==> src/rtl/rx_bit_packer.sv <==
// rx_bit_packer
//   Takes the serial descrambled bit stream from the receive decode chain,
//   optionally drops the leading SERVICE bits of every frame, and packs the
//   rest LSB-first into bytes. Each byte is presented through a registered
//   valid/ready output together with last, the symbol tag and the index of
//   the byte within its frame.
//
//   Build option: define RX_PACK_SVC_STRIP_EN to build the SERVICE stripper.
//   When it is undefined, every bit is packed and err_short is tied to 0.
//
// Ports
//   clk, rst        clock, asynchronous active-high reset
//   din             descrambled data bit
//   din_vld/rdy     input handshake
//   din_last        final bit of the frame
//   din_symb_cnt    OFDM symbol index of din
//   dout            packed byte, first received bit in dout[0]
//   dout_vld/rdy    output handshake
//   dout_last       final byte of the frame
//   dout_nbits      number of valid bits in dout (1..8)
//   dout_symb_cnt   symbol index of the bit that completed the byte
//   dout_idx        0-based byte index within the frame, saturating
//   err_short       one-cycle pulse: frame ended inside the SERVICE field
module rx_bit_packer #(
  parameter int SVC_BITS = 16,
  parameter int IDX_W    = 12
) (
  input  logic             clk,
  input  logic             rst,
  input  logic             din,
  input  logic             din_vld,
  output logic             din_rdy,
  input  logic             din_last,
  input  logic [7:0]       din_symb_cnt,
  output logic [7:0]       dout,
  output logic             dout_vld,
  input  logic             dout_rdy,
  output logic             dout_last,
  output logic [3:0]       dout_nbits,
  output logic [7:0]       dout_symb_cnt,
  output logic [IDX_W-1:0] dout_idx,
  output logic             err_short
);

  // state  | meaning
  // S_SVC  | discarding SERVICE bits of the current frame
  // S_PACK | packing data bits into bytes
`ifdef RX_PACK_SVC_STRIP_EN
  typedef enum logic [0:0] {S_SVC = 1'b0, S_PACK = 1'b1} state_t;
  localparam state_t S_RESET = S_SVC;
`else
  typedef enum logic [0:0] {S_PACK = 1'b0} state_t;
  localparam state_t S_RESET = S_PACK;
`endif

  state_t           state_q, state_d;
  logic [7:0]       shreg_q;
  logic [2:0]       bit_cnt_q;
  logic [IDX_W-1:0] byte_cnt_q;
  logic             acc;
  logic             pack_bit;
  logic             byte_done;
  logic             short_d;
  logic [7:0]       byte_val;

`ifdef RX_PACK_SVC_STRIP_EN
  logic [4:0] svc_cnt_q;
  logic       svc_inc;
  logic       svc_clr;

  // SERVICE bits are always accepted; they never touch the output register.
  assign din_rdy = (state_q == S_SVC) || !dout_vld || dout_rdy;
`else
  // SVC_BITS only matters when the stripper is built.
  logic [31:0] unused_svc_bits;
  assign unused_svc_bits = SVC_BITS;

  assign din_rdy = !dout_vld || dout_rdy;
`endif

  assign acc      = din_vld && din_rdy;
  // Positions above bit_cnt are still 0, so OR-ing in the new bit leaves
  // unused upper bits cleared for a short final byte.
  assign byte_val = shreg_q | (8'(din) << bit_cnt_q);

  always_comb begin
    state_d   = state_q;
    pack_bit  = 1'b0;
    byte_done = 1'b0;
    short_d   = 1'b0;
`ifdef RX_PACK_SVC_STRIP_EN
    svc_inc   = 1'b0;
    svc_clr   = 1'b0;
`endif
    case (state_q)
`ifdef RX_PACK_SVC_STRIP_EN
      S_SVC: begin
        if (acc) begin
          // A frame ending in the SERVICE field wins over entering S_PACK.
          if (din_last) begin
            short_d = 1'b1;
            svc_clr = 1'b1;
          end else if (svc_cnt_q == 5'(SVC_BITS - 1)) begin
            state_d = S_PACK;
            svc_clr = 1'b1;
          end else begin
            svc_inc = 1'b1;
          end
        end
      end
`endif
      S_PACK: begin
        if (acc) begin
          pack_bit = 1'b1;
          if (bit_cnt_q == 3'd7 || din_last) byte_done = 1'b1;
`ifdef RX_PACK_SVC_STRIP_EN
          if (din_last) state_d = S_SVC;
`endif
        end
      end
      default: state_d = S_RESET;
    endcase
  end

  always_ff @(posedge clk or posedge rst) begin
    if (rst) begin
      state_q <= S_RESET;
    end else begin
      state_q <= state_d;
    end
  end

`ifdef RX_PACK_SVC_STRIP_EN
  always_ff @(posedge clk or posedge rst) begin
    if (rst) begin
      svc_cnt_q <= '0;
    end else if (svc_clr) begin
      svc_cnt_q <= '0;
    end else if (svc_inc) begin
      svc_cnt_q <= svc_cnt_q + 5'd1;
    end
  end
`endif

  always_ff @(posedge clk or posedge rst) begin
    if (rst) begin
      shreg_q       <= '0;
      bit_cnt_q     <= '0;
      byte_cnt_q    <= '0;
      dout          <= '0;
      dout_vld      <= 1'b0;
      dout_last     <= 1'b0;
      dout_nbits    <= '0;
      dout_symb_cnt <= '0;
      dout_idx      <= '0;
      err_short     <= 1'b0;
    end else begin
      err_short <= short_d;

      if (dout_vld && dout_rdy) dout_vld <= 1'b0;

      // byte_done only happens when din_rdy is high, so a held byte is
      // never overwritten.
      if (byte_done) begin
        dout          <= byte_val;
        dout_vld      <= 1'b1;
        dout_last     <= din_last;
        dout_nbits    <= 4'({1'b0, bit_cnt_q}) + 4'd1;
        dout_symb_cnt <= din_symb_cnt;
        dout_idx      <= byte_cnt_q;
      end

      if (pack_bit) begin
        if (byte_done) begin
          shreg_q   <= '0;
          bit_cnt_q <= '0;
        end else begin
          shreg_q   <= byte_val;
          bit_cnt_q <= bit_cnt_q + 3'd1;
        end
      end

      if (byte_done) begin
        if (din_last) begin
          byte_cnt_q <= '0;
        end else if (byte_cnt_q != {IDX_W{1'b1}}) begin
          byte_cnt_q <= byte_cnt_q + 1'b1;
        end
      end
    end
  end

endmodule

==> config.mk <==
export PLATFORM = sky130hd
export DESIGN_NAME = rx_bit_packer
export DESIGN_NICKNAME = d
export VERILOG_FILES = /design/src/rtl/rx_bit_packer.sv
export SDC_FILE = /design/constraint.sdc
export NUM_CORES = 1
export LEC_CHECK = 0
export ABC_AREA = 1
export BUFFER_PORTS_ARGS = -buffer_cell sky130_fd_sc_hd__buf_2
export CAP_MARGIN = 10
export CORE_MARGIN = 1.5
export CORE_UTILIZATION = 49
export DETAILED_ROUTE_END_ITERATION = 10
export GPL_ROUTABILITY_DRIVEN = 0
export GPL_TIMING_DRIVEN = 1
export PLACE_DENSITY = 0.82
export SYNTH_ARGS = -nofsm -noshare
export SYNTH_HDL_FRONTEND = slang
export SYNTH_SLANG_ARGS = --single-unit
==> constraint.sdc <==
create_clock -name clk -period 1.56 [get_ports clk]
set_clock_uncertainty 0.1 [all_clocks]
set_input_delay 0.156 -clock clk [delete_from_list [all_inputs] [get_ports clk]]
set_output_delay 0.156 -clock clk [all_outputs]
set_load 0.01 [all_outputs]
==> metrics.cfg <==
[detailed_routing]
post_drt_wl_per_cell_um = 13.3
drtIter0Drc = 117
drt-pass1-iter-count = 4
routed_wl_mm = 6.35
postRouteAntennaNets = 0
vias = 2402
drc_errors = 0
via_per_inst = 5.05

[global_routing]
grt_pass1_wl_mm = 9.97
grt_use_total_pct = 23.6
antenna_found_initial = 0
grt_max_degree = 58
overflow = 0
grt_pass1_vias = 2234

[worst_setup_path]
arrival_ns = 1.75
worstPathMaxFanout = 7
required_ns = 1.72
timing.rr.start = bit_cnt_q[0]
cp-startpoint = bit_cnt_q[0]
reg2reg_depth = 8
path_class = register to register
endpoint_kind = register
critPathLaunchType = register
regToRegSetupSlack_ns = -0.03
reg2reg_to = shreg_q[0]

[placed_design]
placed_area_mm2 = 0.00309
port_buffers = 48
hpwl_mm = 3.91

[synth]
ys_seq_area_share_pct = 54.8
yosysTopAreaCell = dfrtp_1
synthTopCellsByArea = dfrtp_1 55%, nand2_1 20%, inv_1 3.6%
ys_ff_latch = 57
avgSynthCellArea_um2 = 8.19
syn_nets = 335
synth_cells = 318
synth_area_mm2 = 0.00260
yosys_warnings = 0
synth.distinct_cells = 25
synth_top_area_share_pct = 54.8

[die]
core_area_mm2 = 0.00511
io_pins = 50
start_util_pct = 51.0
die_x_um = 75.9
dieArea_mm2 = 0.00576
num_rows = 26
die_h_um = 75.9

[clock_tree]
cts.htree.levels = 3
cts.sinks = 57
cts_buffer_depth = 2
clk_latency_ns = 0.34
tritoncts = done
cts.clk_slew.worst_paths_ns = 0.07
cts_buffers = 9
cts_root_buf = clkbuf_8

[final_layout]
antenna_cells = 0
drive_above_1_share_pct = 30.5
stdcell_area_mm2 = 0.00351
areaGrowthSynthToFinish_pct = 35.0
post-route-util_pct = 68.8
final_nets = 419

[sta]
finalHoldViolations = 0
fin_crit_sh_pct = 102
setup_viol = 8
rsz0062_at_grt = yes
maxSlewViolCount = 0
setup_slack_ns = -0.0266
period_needed_ns = 1.59
max_freq_mhz = 630
setup_tns_ns = -0.0539

[run_status]
outcome = finished with violations
violations = negative setup slack

[pwr]
p_leak_nw = 1.86
ir_drop_mv = 0.623
p_total_mw = 3.64
powerDensity_mw_per_mm2 = 1030

[hold_path]
min-delay-start = dout_rdy
min_delay_worst_endpoint = dout_vld
hold_depth = 4
hold_path_class = input pin to register

[job]
timing.max_cap.violations = 0

## per-stage QoR
stage                     hold slack, ns  cells  setup slack, ns
after detailed placement           0.160    448          -0.0654
after CTS                         0.0110    476          -0.0187
final                             0.0107    476          -0.0266
after floorplan                    0.143    318         -0.00668
after global routing              0.0427    476          -0.0880
after global placement             0.155    448           0.0298
## worst max-delay path by stage
stage,to,slack [ns],depth (start not counted)
finish,shreg_q[0],-0.03,8
global route,shreg_q[4],-0.09,8
CTS,byte_cnt_q[8],-0.02,8
detailed placement,shreg_q[2],-0.07,8
global placement,dout_idx[4],0.03,8
floorplan,dout_vld,-0.007,7
## registers in the layout (all words and copies together) (netlist names)
name	count
dout	8
dout_last	1
dout_vld	1
shreg_q	8
dout_symb_cnt	8
dout_nbits	4
bit_cnt_q	3
byte_cnt_q	12
dout_idx	12
## worst max-delay path, cell delays in order (launching register included)
cell and delay (ns):
dfrtp_1 0.41, ha_4 0.18, ha_4 0.16, nor2_4 0.14, nor2_8 0.09, inv_8 0.10, buf_12 0.13, nand2_2 0.06
a21oi_2 0.13
## cell usage in the layout, fill, tap and decap left out
cell           count
nand2_1          126
dfrtp_1           57
buf_2             48
inv_1             24
buf_4             17
nand2_2           15
nor2_1            15
nand3_1           13
o21ai_0           13
o21ai_1           11
clkbuf_8          10
dlygate4sd3_1      9
a21oi_2            6
a21oi_1            6
nor2_4             5
clkinv_2           4
buf_6              4
buf_12             3
nand2_4            2
nand4_1            2
ha_4               2
nor2_8             1
inv_8              1
nand3_4            1
o21ai_4            1
clkinvlp_4         1
nor3_1             1
a31oi_1            1
o21a_1             1
a211oi_2           1
ha_1               1
conb_1             1
clkbuf_1           1
buf_16             1
inv_4              1
## kinds of logic after synthesis
| logic type | Yosys count | share of synthesized area (%) |
|---|---|---|
| DFF | 57 | 54.8 |
| other | 1 | 0.144 |
| buffers and inverters | 37 | 6.34 |
| AOI/OAI and AO/OA | 40 | 8.36 |
| and+or+nand+nor | 180 | 28.9 |
| adders and majority gates | 3 | 1.44 |
## layer usage
metal / global-route usage (%) / vias up / share of wire [%]
met2: 39.8 / 82 / 52
met3: 5.82 / 18 / 4.9
met4: 10.3 / 0 / 2.3
met5: 0 / - / 0
met1: 28.8 / 1136 / 41
li1: - / 1166 / -
## synthesized netlist by cell type
master / count
nand2_1: 142
nor2_4: 3
nand4_1: 2
nand2_2: 1
conb_1: 1
dfrtp_1: 57
buf_4: 3
buf_2: 6
inv_1: 25
nand3_4: 1
a31oi_1: 1
clkbuf_1: 1
inv_2: 1
nand3_1: 13
a21oi_1: 12
buf_6: 1
nor2_8: 1
a211oi_1: 1
nor3_1: 1
nor2_1: 16
o21a_1: 1
o21ai_1: 9
ha_1: 3
o21ai_4: 1
o21ai_0: 15
## final cells by class
class | count | area, um2
timing repair buffer | 82 | 591
inverter | 26 | 109
clock inverter | 4 | 20.0
sequential | 57 | 1430
clock buffer | 11 | 141
fill | 399 | 1590
multi-input combinational | 225 | 1130
tap | 70 | 87.6
timing repair inverter | 1 | 6.26
## power breakdown
part	switching, mW	total, mW	internal, mW
clock	0.573	1.17	0.599
sequential	0.0923	1.72	1.63
combinational	0.428	0.745	0.318
total	1.09	3.64	2.54
## what timing repair did
item | CTS | global route
gates cloned | 3 | 0
setup endpoints to repair | 37 | 53
pin swaps | 5 | 4
hold endpoints to repair | 65 | 0
gates resized for setup | 22 | 17
hold buffers | 9 | 0
buffers inserted | 1 | 1
Note: power is estimated with default switching activity, not from simulation.
